`src/rtl/uart_pkg.sv`:
```
// Shared UART definitions: receive FSM encoding, frame defaults and baud constants
// used by BaudSync, the transmitter and the receiver.
package uart_pkg;

    localparam int DEF_DATA_BITS  = 8;
    localparam int DEF_OVERSAMPLE = 16;

    localparam int CLOCK_HZ      = 100_000_000;
    localparam int BAUD_RATE     = 115_200;
    localparam int BAUD_TICK_DIV = CLOCK_HZ / (BAUD_RATE * DEF_OVERSAMPLE);

    typedef enum logic [2:0] {
        S_IDLE      = 3'd0,
        S_START     = 3'd1,
        S_DATA      = 3'd2,
        S_STOP      = 3'd3,
        S_WAIT_HIGH = 3'd4
    } rx_state_t;

endpackage

```
`src/rtl/uart_sync2.sv`:
```
// Two-flop synchroniser for an asynchronous input, reset to RST_VAL.
// Latency 2 CLOCK cycles; no flow control.
module uart_sync2 #(
    parameter logic RST_VAL = 1'b1
) (
    input  logic CLOCK,
    input  logic RESET,
    input  logic d,
    output logic q
);

    logic meta;

    always_ff @(posedge CLOCK or posedge RESET) begin
        if (RESET) begin
            meta <= RST_VAL;
            q    <= RST_VAL;
        end else begin
            meta <= d;
            q    <= meta;
        end
    end

endmodule

```
`src/rtl/uart_rx_engine.sv`:
```
// Oversampling UART receiver: start qualify, mid-bit sampling, stop check.
// RXComplete/FRAME_ERR pulse 1 CLOCK after the mid-stop TICK; no backpressure, strobes are fire-and-forget.
module uart_rx_engine
    import uart_pkg::*;
#(
    parameter int DATA_BITS  = DEF_DATA_BITS,
    parameter int OVERSAMPLE = DEF_OVERSAMPLE,
    parameter int CNT_W      = 4
) (
    input  logic                 CLOCK,
    input  logic                 RESET,
    input  logic                 TICK,
    input  logic                 RX,
    output logic [DATA_BITS-1:0] DATA,
    output logic                 RXComplete,
    output logic                 FRAME_ERR,
    output logic                 BUSY
);

    localparam int IDX_W = (DATA_BITS > 1) ? $clog2(DATA_BITS) : 1;
    localparam logic [CNT_W-1:0] HALF_M1  = CNT_W'(OVERSAMPLE / 2 - 1);
    localparam logic [CNT_W-1:0] FULL_M1  = CNT_W'(OVERSAMPLE - 1);
    localparam logic [IDX_W-1:0] LAST_IDX = IDX_W'(DATA_BITS - 1);

    rx_state_t            state, state_n;
    logic [CNT_W-1:0]     cnt, cnt_n;
    logic [IDX_W-1:0]     idx, idx_n;
    logic [DATA_BITS-1:0] shreg, shreg_n;
    logic [DATA_BITS-1:0] data_n;
    logic                 rxc_n, ferr_n;
    logic                 rx_s;

    uart_sync2 #(.RST_VAL(1'b1)) u_sync (
        .CLOCK (CLOCK),
        .RESET (RESET),
        .d     (RX),
        .q     (rx_s)
    );

    always_ff @(posedge CLOCK or posedge RESET) begin
        if (RESET) begin
            state      <= S_IDLE;
            cnt        <= '0;
            idx        <= '0;
            shreg      <= '0;
            DATA       <= '0;
            RXComplete <= 1'b0;
            FRAME_ERR  <= 1'b0;
        end else begin
            state      <= state_n;
            cnt        <= cnt_n;
            idx        <= idx_n;
            shreg      <= shreg_n;
            DATA       <= data_n;
            RXComplete <= rxc_n;
            FRAME_ERR  <= ferr_n;
        end
    end

    // Strobes default low every cycle so they stay one CLOCK wide even when TICK is sparse.
    always_comb begin
        state_n = state;
        cnt_n   = cnt;
        idx_n   = idx;
        shreg_n = shreg;
        data_n  = DATA;
        rxc_n   = 1'b0;
        ferr_n  = 1'b0;
        if (TICK) begin
            case (state)
                S_IDLE: begin
                    if (!rx_s) begin
                        state_n = S_START;
                        cnt_n   = '0;
                    end
                end
                S_START: begin
                    if (cnt == HALF_M1) begin
                        cnt_n   = '0;
                        idx_n   = '0;
                        state_n = rx_s ? S_IDLE : S_DATA;
                    end else begin
                        cnt_n = cnt + CNT_W'(1);
                    end
                end
                S_DATA: begin
                    if (cnt == FULL_M1) begin
                        cnt_n   = '0;
                        shreg_n = {rx_s, shreg[DATA_BITS-1:1]};
                        if (idx == LAST_IDX) begin
                            idx_n   = '0;
                            state_n = S_STOP;
                        end else begin
                            idx_n = idx + IDX_W'(1);
                        end
                    end else begin
                        cnt_n = cnt + CNT_W'(1);
                    end
                end
                S_STOP: begin
                    if (cnt == FULL_M1) begin
                        cnt_n = '0;
                        if (rx_s) begin
                            data_n  = shreg;
                            rxc_n   = 1'b1;
                            state_n = S_IDLE;
                        end else begin
                            ferr_n  = 1'b1;
                            state_n = S_WAIT_HIGH;
                        end
                    end else begin
                        cnt_n = cnt + CNT_W'(1);
                    end
                end
                S_WAIT_HIGH: begin
                    if (rx_s) state_n = S_IDLE;
                end
                default: state_n = S_IDLE;
            endcase
        end
    end

    assign BUSY = (state != S_IDLE);

endmodule

```
`config.mk`:
```
export PLATFORM = sky130hd
export DESIGN_NAME = uart_rx_engine
export DESIGN_NICKNAME = d
export VERILOG_FILES = /design/src/rtl/uart_pkg.sv /design/src/rtl/uart_sync2.sv /design/src/rtl/uart_rx_engine.sv
export SDC_FILE = /design/constraint.sdc
export NUM_CORES = 1
export LEC_CHECK = 0
export CAP_MARGIN = 40
export CORE_MARGIN = 3
export CORE_UTILIZATION = 58
export CTS_BUF_LIST = sky130_fd_sc_hd__clkbuf_8
export CTS_CLUSTER_DIAMETER = 150
export DETAILED_ROUTE_END_ITERATION = 12
export DONT_BUFFER_PORTS = 1
export HOLD_SLACK_MARGIN = 0.05
export PLACE_DENSITY = 0.76
export SETUP_SLACK_MARGIN = 0.3
export SLEW_MARGIN = 20
export SYNTH_ARGS = -nofsm -noshare
export SYNTH_HDL_FRONTEND = slang
export SYNTH_HIERARCHICAL = 1
export SYNTH_SLANG_ARGS = --single-unit
```
`constraint.sdc`:
```
create_clock -name CLOCK -period 1.5 [get_ports CLOCK]
set_input_delay 0.3 -clock CLOCK [delete_from_list [all_inputs] [get_ports CLOCK]]
set_output_delay 0.3 -clock CLOCK [all_outputs]
set_load 0.03 [all_outputs]
```
After elaboration in Yosys (flattened, before gate mapping)
Index checks and enable logic that the tools add are counted.
- add/sub/neg operators: 2
- eq/ne operators: 13
- mux-type cells: 25
- reductions and logical operators: 10
- operators with widths (operator ; count):
    3-bit 2-to-1 mux ; 10
    3-bit case mux with 5 select lines ; 1
    4-bit 2-to-1 mux ; 3
    4-bit case mux with 3 select lines ; 1
    2-bit != test (second input constant) ; 5
    1-bit 2-to-1 mux ; 8
    4-bit AND reduction ; 2
    7-bit AND reduction ; 1
    3-bit by 2-bit == test with 1-bit output (second input constant) ; 2
    3-bit == test (second input constant) ; 2
    3-bit case mux with 2 select lines ; 1
    3-bit AND reduction ; 2
    3-bit nonzero test ; 2
    4-bit by 1-bit adder with 4-bit output (second input constant) ; 1
    4-bit by 3-bit == test with 1-bit output (second input constant) ; 1
    4-bit == test (second input constant) ; 1
    3-bit by 1-bit adder with 3-bit output (second input constant) ; 1
    3-bit by 1-bit == test with 1-bit output (second input constant) ; 1
    3-bit logical NOT ; 1
    2-bit 2-to-1 mux ; 1
    2-bit by 1-bit != test with 1-bit output (second input constant) ; 1
    2-bit nonzero test ; 1
    2-bit OR reduction ; 1
- flip-flop bits (word level): 30

Depth between registers and ports, before layout
- depth in word-level cells: 4
- gate-level depth with buffers: 6
- depth with buffers taken out: 6

Cells and area by module
The synthesis kept the hierarchy.
- by module, submodules not included (module ; times used ; cells an instance ; area each (um^2) ; seq. area each (um^2)):
    uart_rx_engine ; 1 ; 111 ; 1391.3 ; 700.7
    uart_sync2 ; 1 ; 3 ; 56.3 ; 52.6

Worst setup path after synthesis
Ideal clock, no wire load.
- path type: flip-flop to flip-flop
- from: register cnt[0]
- to: register DATA[0]
- data arrival time: 1.539 ns
- data required time: 1.375 ns
- slack: -0.164 ns
- cell stages (with the launch flop): 7
- path buffers: 1
- period minus slack after synthesis: 1.664 ns
- cells stage by stage: dfrtp_1 -> ha_1 -> and3_4 -> nand4_2 -> or2_1 -> buf_6 -> mux2_4
- word-level cells in the longest chain between the ends: 2
- RTL lines (what ; RTL line ; text):
    start, declared ; uart_rx_engine.sv:26 ; logic [CNT_W-1:0] cnt, cnt_n;
    start signal, assigned ; uart_rx_engine.sv:51 ; cnt <= cnt_n;
    4-bit == test ; uart_rx_engine.sv:101 ; if (cnt == FULL_M1) begin
    4-bit AND reduction (no source line) ; -- ;
    end signal, assigned ; uart_rx_engine.sv:54 ; DATA <= data_n;
    end, declared ; uart_rx_engine.sv:14 ; output logic [DATA_BITS-1:0] DATA,
No other way between the ends.
A chain may end at the register's enable or synchronous reset.

Worst setup path after layout
- from: register state[1]
- to: register idx[0]
- word-level cells in the longest chain between the ends: 3
- RTL lines (what ; RTL line ; text):
    start, declared ; uart_rx_engine.sv:25 ; rx_state_t state, state_n;
    start signal, assigned ; uart_rx_engine.sv:50 ; state <= state_n;
    3-bit by 2-bit == test with 1-bit output / 3-bit by 1-bit == test with 1-bit output (equally long branches) ; uart_rx_engine.sv:70 ; case (state)
    2-bit != test (no source line) / 2-bit nonzero test (equally long branches) ; -- ;
    4-bit AND reduction (no source line) ; -- ;
    end signal, assigned ; uart_rx_engine.sv:52 ; idx <= idx_n;
    end, declared ; uart_rx_engine.sv:27 ; logic [IDX_W-1:0] idx, idx_n;
Parallel ways exist; a longest one is shown, timed or not.

==> flow_summary.toml <==
[status]
outcome = "finished, violations left"
violations = "negative setup slack"

[synthesis]
syn_area_per_cell_um2 = 12.7
ys_types = 37
synth_area_mm2 = 0.00145
yosysTopAreaCell = "dfrtp_1"
yosysWarnings = 6
synth-simple-area-share_pct = 14.3
synthesis.instances = 114
ys_seq_area_share_pct = 52.0
ys_top_cells_by_area = "dfrtp_1, mux2_2, mux2_4"
synth_xor_area_share_pct = 0.605
synth_nets = 121
synth_top_area_share_pct = 48.4
yosys_register_bits = 30
synth_adder_area_share_pct = 2.59
yosys-mux-area-fraction_pct = 18.2
synth_top_family_by_area = "multiplexers"
synth_compound_area_share_pct = 6.48

[critical_path]
cp-end-kind = "flop"
max_stage_delay_ns = 0.43
crit_fanout = 3
cp.required_ns = 1.67
arrival_ns = 1.80
worstPathBufferInverterCount = 1
slowest_stage = "dfrtp_2"
path_class = "flop to flop"
path_cells = "buf_4 > nand2b_4 > o22ai_2 > and4_4 > mux2_4"
start_kind = "flop"
crit_family = "simple AND/OR/NAND/NOR gates"

[power]
switching_share_pct = 34.9
clkPwrFrac_pct = 20.1
pwr-share-seq_pct = 34.0
cellPowerDensity_mw_per_mm2 = 1670
p_leak_nw = 1.03
combPwrFrac_pct = 45.9
internal_power_mw = 2.26
ir_drop_mv = 1.70
p_sw_mw = 1.21

[timing]
worst_slew_pin_slew_ns = 0.358
skew_ns = 0.0122
fmax_mhz = 614
grt_setup_unrepaired = "yes"
layout_setup_ws_ns = -0.127
finalSetupViolations = 21
timing.hold.ws_ns = 0.174
fin_crit_ns = 1.63
slew_headroom_pct = 76.1
fin_crit_sh_pct = 108
slew_violations = 0
hold_viol = 0

[die]
initial_utilization_pct = 63.0
die_x_um = 56.0
coreArea_mm2 = 0.00230
pin_count = 15
die_h_um = 56.0
die_area_mm2 = 0.00313
rows = 17

[global_route]
grt_util_met3_pct = 7.89
grt_use_total_pct = 21.4
grt_pass1_wl_um = 5090
grt_antenna_before_repair = 0
grt_max_degree = 29
grtUsageMet1_pct = 26.6
grtUsageMet2_pct = 33.7
gr-total-overflow = 0
grt_pass1_vias = 1054
gr-max-usage-layer = "met2"

[layout]
drive_above_1_share_pct = 60.6
diodes = 0
final_core_util_pct = 90.6
layout.nets = 161
area_delta_synth_final_pct = 43.8

[place]
gp_congestion = 0.787
io_buffers = 0
hpwl_um = 1890

[route]
routed_wl_um = 4220
vias = 1132
routedWlPerCell_um = 23.0
dr.pass1.iters = 4
drtIter0Drc = 34
vias_per_cell = 6.19
drc = 0
antenna_left = 0

[job]
max_cap_viol_count = 0

[clock_network]
cts-root-buf = "clkbuf_8"
cts.clk_slew.worst_paths_ns = 0.07
cts_buffer_depth = 2
clk_latency_ns = 0.29
cts_sinks = 30
tritoncts = "done"
htree_levels = 2
cts_made_buffers = 5

[hold_path]
holdCritPathClass = "input port to flop"
-- sequential cells by signal, summed over array words and instances (netlist names) --
register	cells
DATA	8
FRAME_ERR	1
RXComplete	1
cnt	4
idx	3
shreg	8
state	3
u_sync/meta	1
u_sync/q	1
-- cells in the final DEF, fill, tap and decap left out, drive strengths merged, types with 2 or more instances in the layout --
| cell type | count |
|---|---|
| inv | 5 |
| nand2 | 9 |
| and3 | 4 |
| nand4 | 3 |
| dlygate4sd3 | 2 |
| mux2 | 19 |
| buf | 38 |
| mux2i | 2 |
| clkbuf | 6 |
| and2b | 2 |
| nand3 | 2 |
| a21oi | 2 |
| ha | 3 |
| nor3 | 3 |
| o2bb2ai | 3 |
| a31oi | 2 |
| dfstp | 2 |
| nor2b | 2 |
| dfrtp | 28 |
| o21ai | 2 |
| nor2 | 4 |
-- layout make-up --
cell class,count,area [um^2]
sequential,30,756
multi-input combinational,72,798
tap,28,35.0
clock inverter,2,12.5
inverter,5,18.8
clock buffer,6,82.6
timing repair buffer,40,379
fill,83,215
-- cells in the mapped netlist, drive strengths merged --
library cell and number:
or2 1, and2b 2, nor2 4, a32o 1, mux2 19, mux2i 2, nand4 3, nand2 9
nand2b 1, and4 1, nor3 3, inv 5, dfstp 2, nand3 2, dfrtp 28, a21oi 2
and3b 1, or3 1, o2bb2ai 3, o22ai 1, nor2b 2, buf 6, o21ai 2, a311o 1
a22o 1, and3 4, ha 3, xnor2 1, clkbuf 1, a31oi 2
-- worst register-to-register path, cell delays in order, from the launching register on --
cell      delay [ns]
dfrtp_2         0.43
buf_4           0.16
nand2b_4        0.16
o22ai_2         0.18
and4_4          0.29
mux2_4          0.30
-- per-stage QoR --
| stage | worst slack, ns | setup TNS (ns) | area (um^2) | std cells | power, mW |
|---|---|---|---|---|---|
| 3_3_place_gp | -0.148 | -2.11 | 1590 | 154 | 2.01 |
| 4_1_cts | -0.0756 | -0.553 | 1910 | 174 | 3.03 |
| 6_report | -0.127 | -1.83 | 2080 | 183 | 3.47 |
| 3_5_place_dp | -0.204 | -2.96 | 1590 | 154 | 2.07 |
| 5_1_grt | -0.131 | -2.54 | 2080 | 183 | 3.61 |
| 2_1_floorplan | -0.0802 | -0.853 | 1470 | 114 | 1.80 |
-- path summary, 6_finish.rpt --
kind | startpoint | to | slack (ns) | cells past startpoint
min | TICK | state[0]$_DFFE_PP0P_ | 0.17 | 2
min reg2reg | u_sync/meta$_DFF_PP1_ | u_sync/q$_DFF_PP1_ | 0.36 | 0
min in group asynchronous | RESET | u_sync/q$_DFF_PP1_ | 0.53 | 2
max in group asynchronous | RESET | state[1]$_DFFE_PP0P_ | 0.64 | 3
max | state[1]$_DFFE_PP0P_ | idx[0]$_DFFE_PP0P_ | -0.13 | 5
max reg2reg | state[1]$_DFFE_PP0P_ | idx[0]$_DFFE_PP0P_ | -0.13 | 5
-- logic make-up (layout without fill, tap and decap cells) --
kind of cell	after synthesis	in the layout
buffers and inverters	12	53
AOI/OAI and AO/OA	13	13
xor gates and xnor gates	1	1
muxes	21	21
and+or+nand+nor	34	34
adders and majority gates	3	3
DFF	30	30
-- what timing repair did --
action / in CTS / in global routing
pin swaps: 16 / 12
buffers inserted: 10 / 9
hold buffers: 2 / 0
hold endpoints to repair: 31 / 0
resized for setup: 31 / 21
endpoints found under the setup margin: 27 / 28
-- per-layer routing --
layer | routed length, um | vias up
li1 | - | 482
met1 | 1720 | 574
met2 | 2040 | 54
met3 | 253 | 22
met4 | 208 | 0
met5 | 0 | -
-- power groups by stage --
stage	registers [mW]	logic, mW	clock network, mW
2_1_floorplan	1.11	0.688	0
3_3_place_gp	1.15	0.862	0
3_5_place_dp	1.17	0.906	0
4_1_cts	1.15	1.20	0.688
5_1_grt	1.19	1.69	0.735
6_report	1.18	1.59	0.697
(Power assumes the default switching activity.)
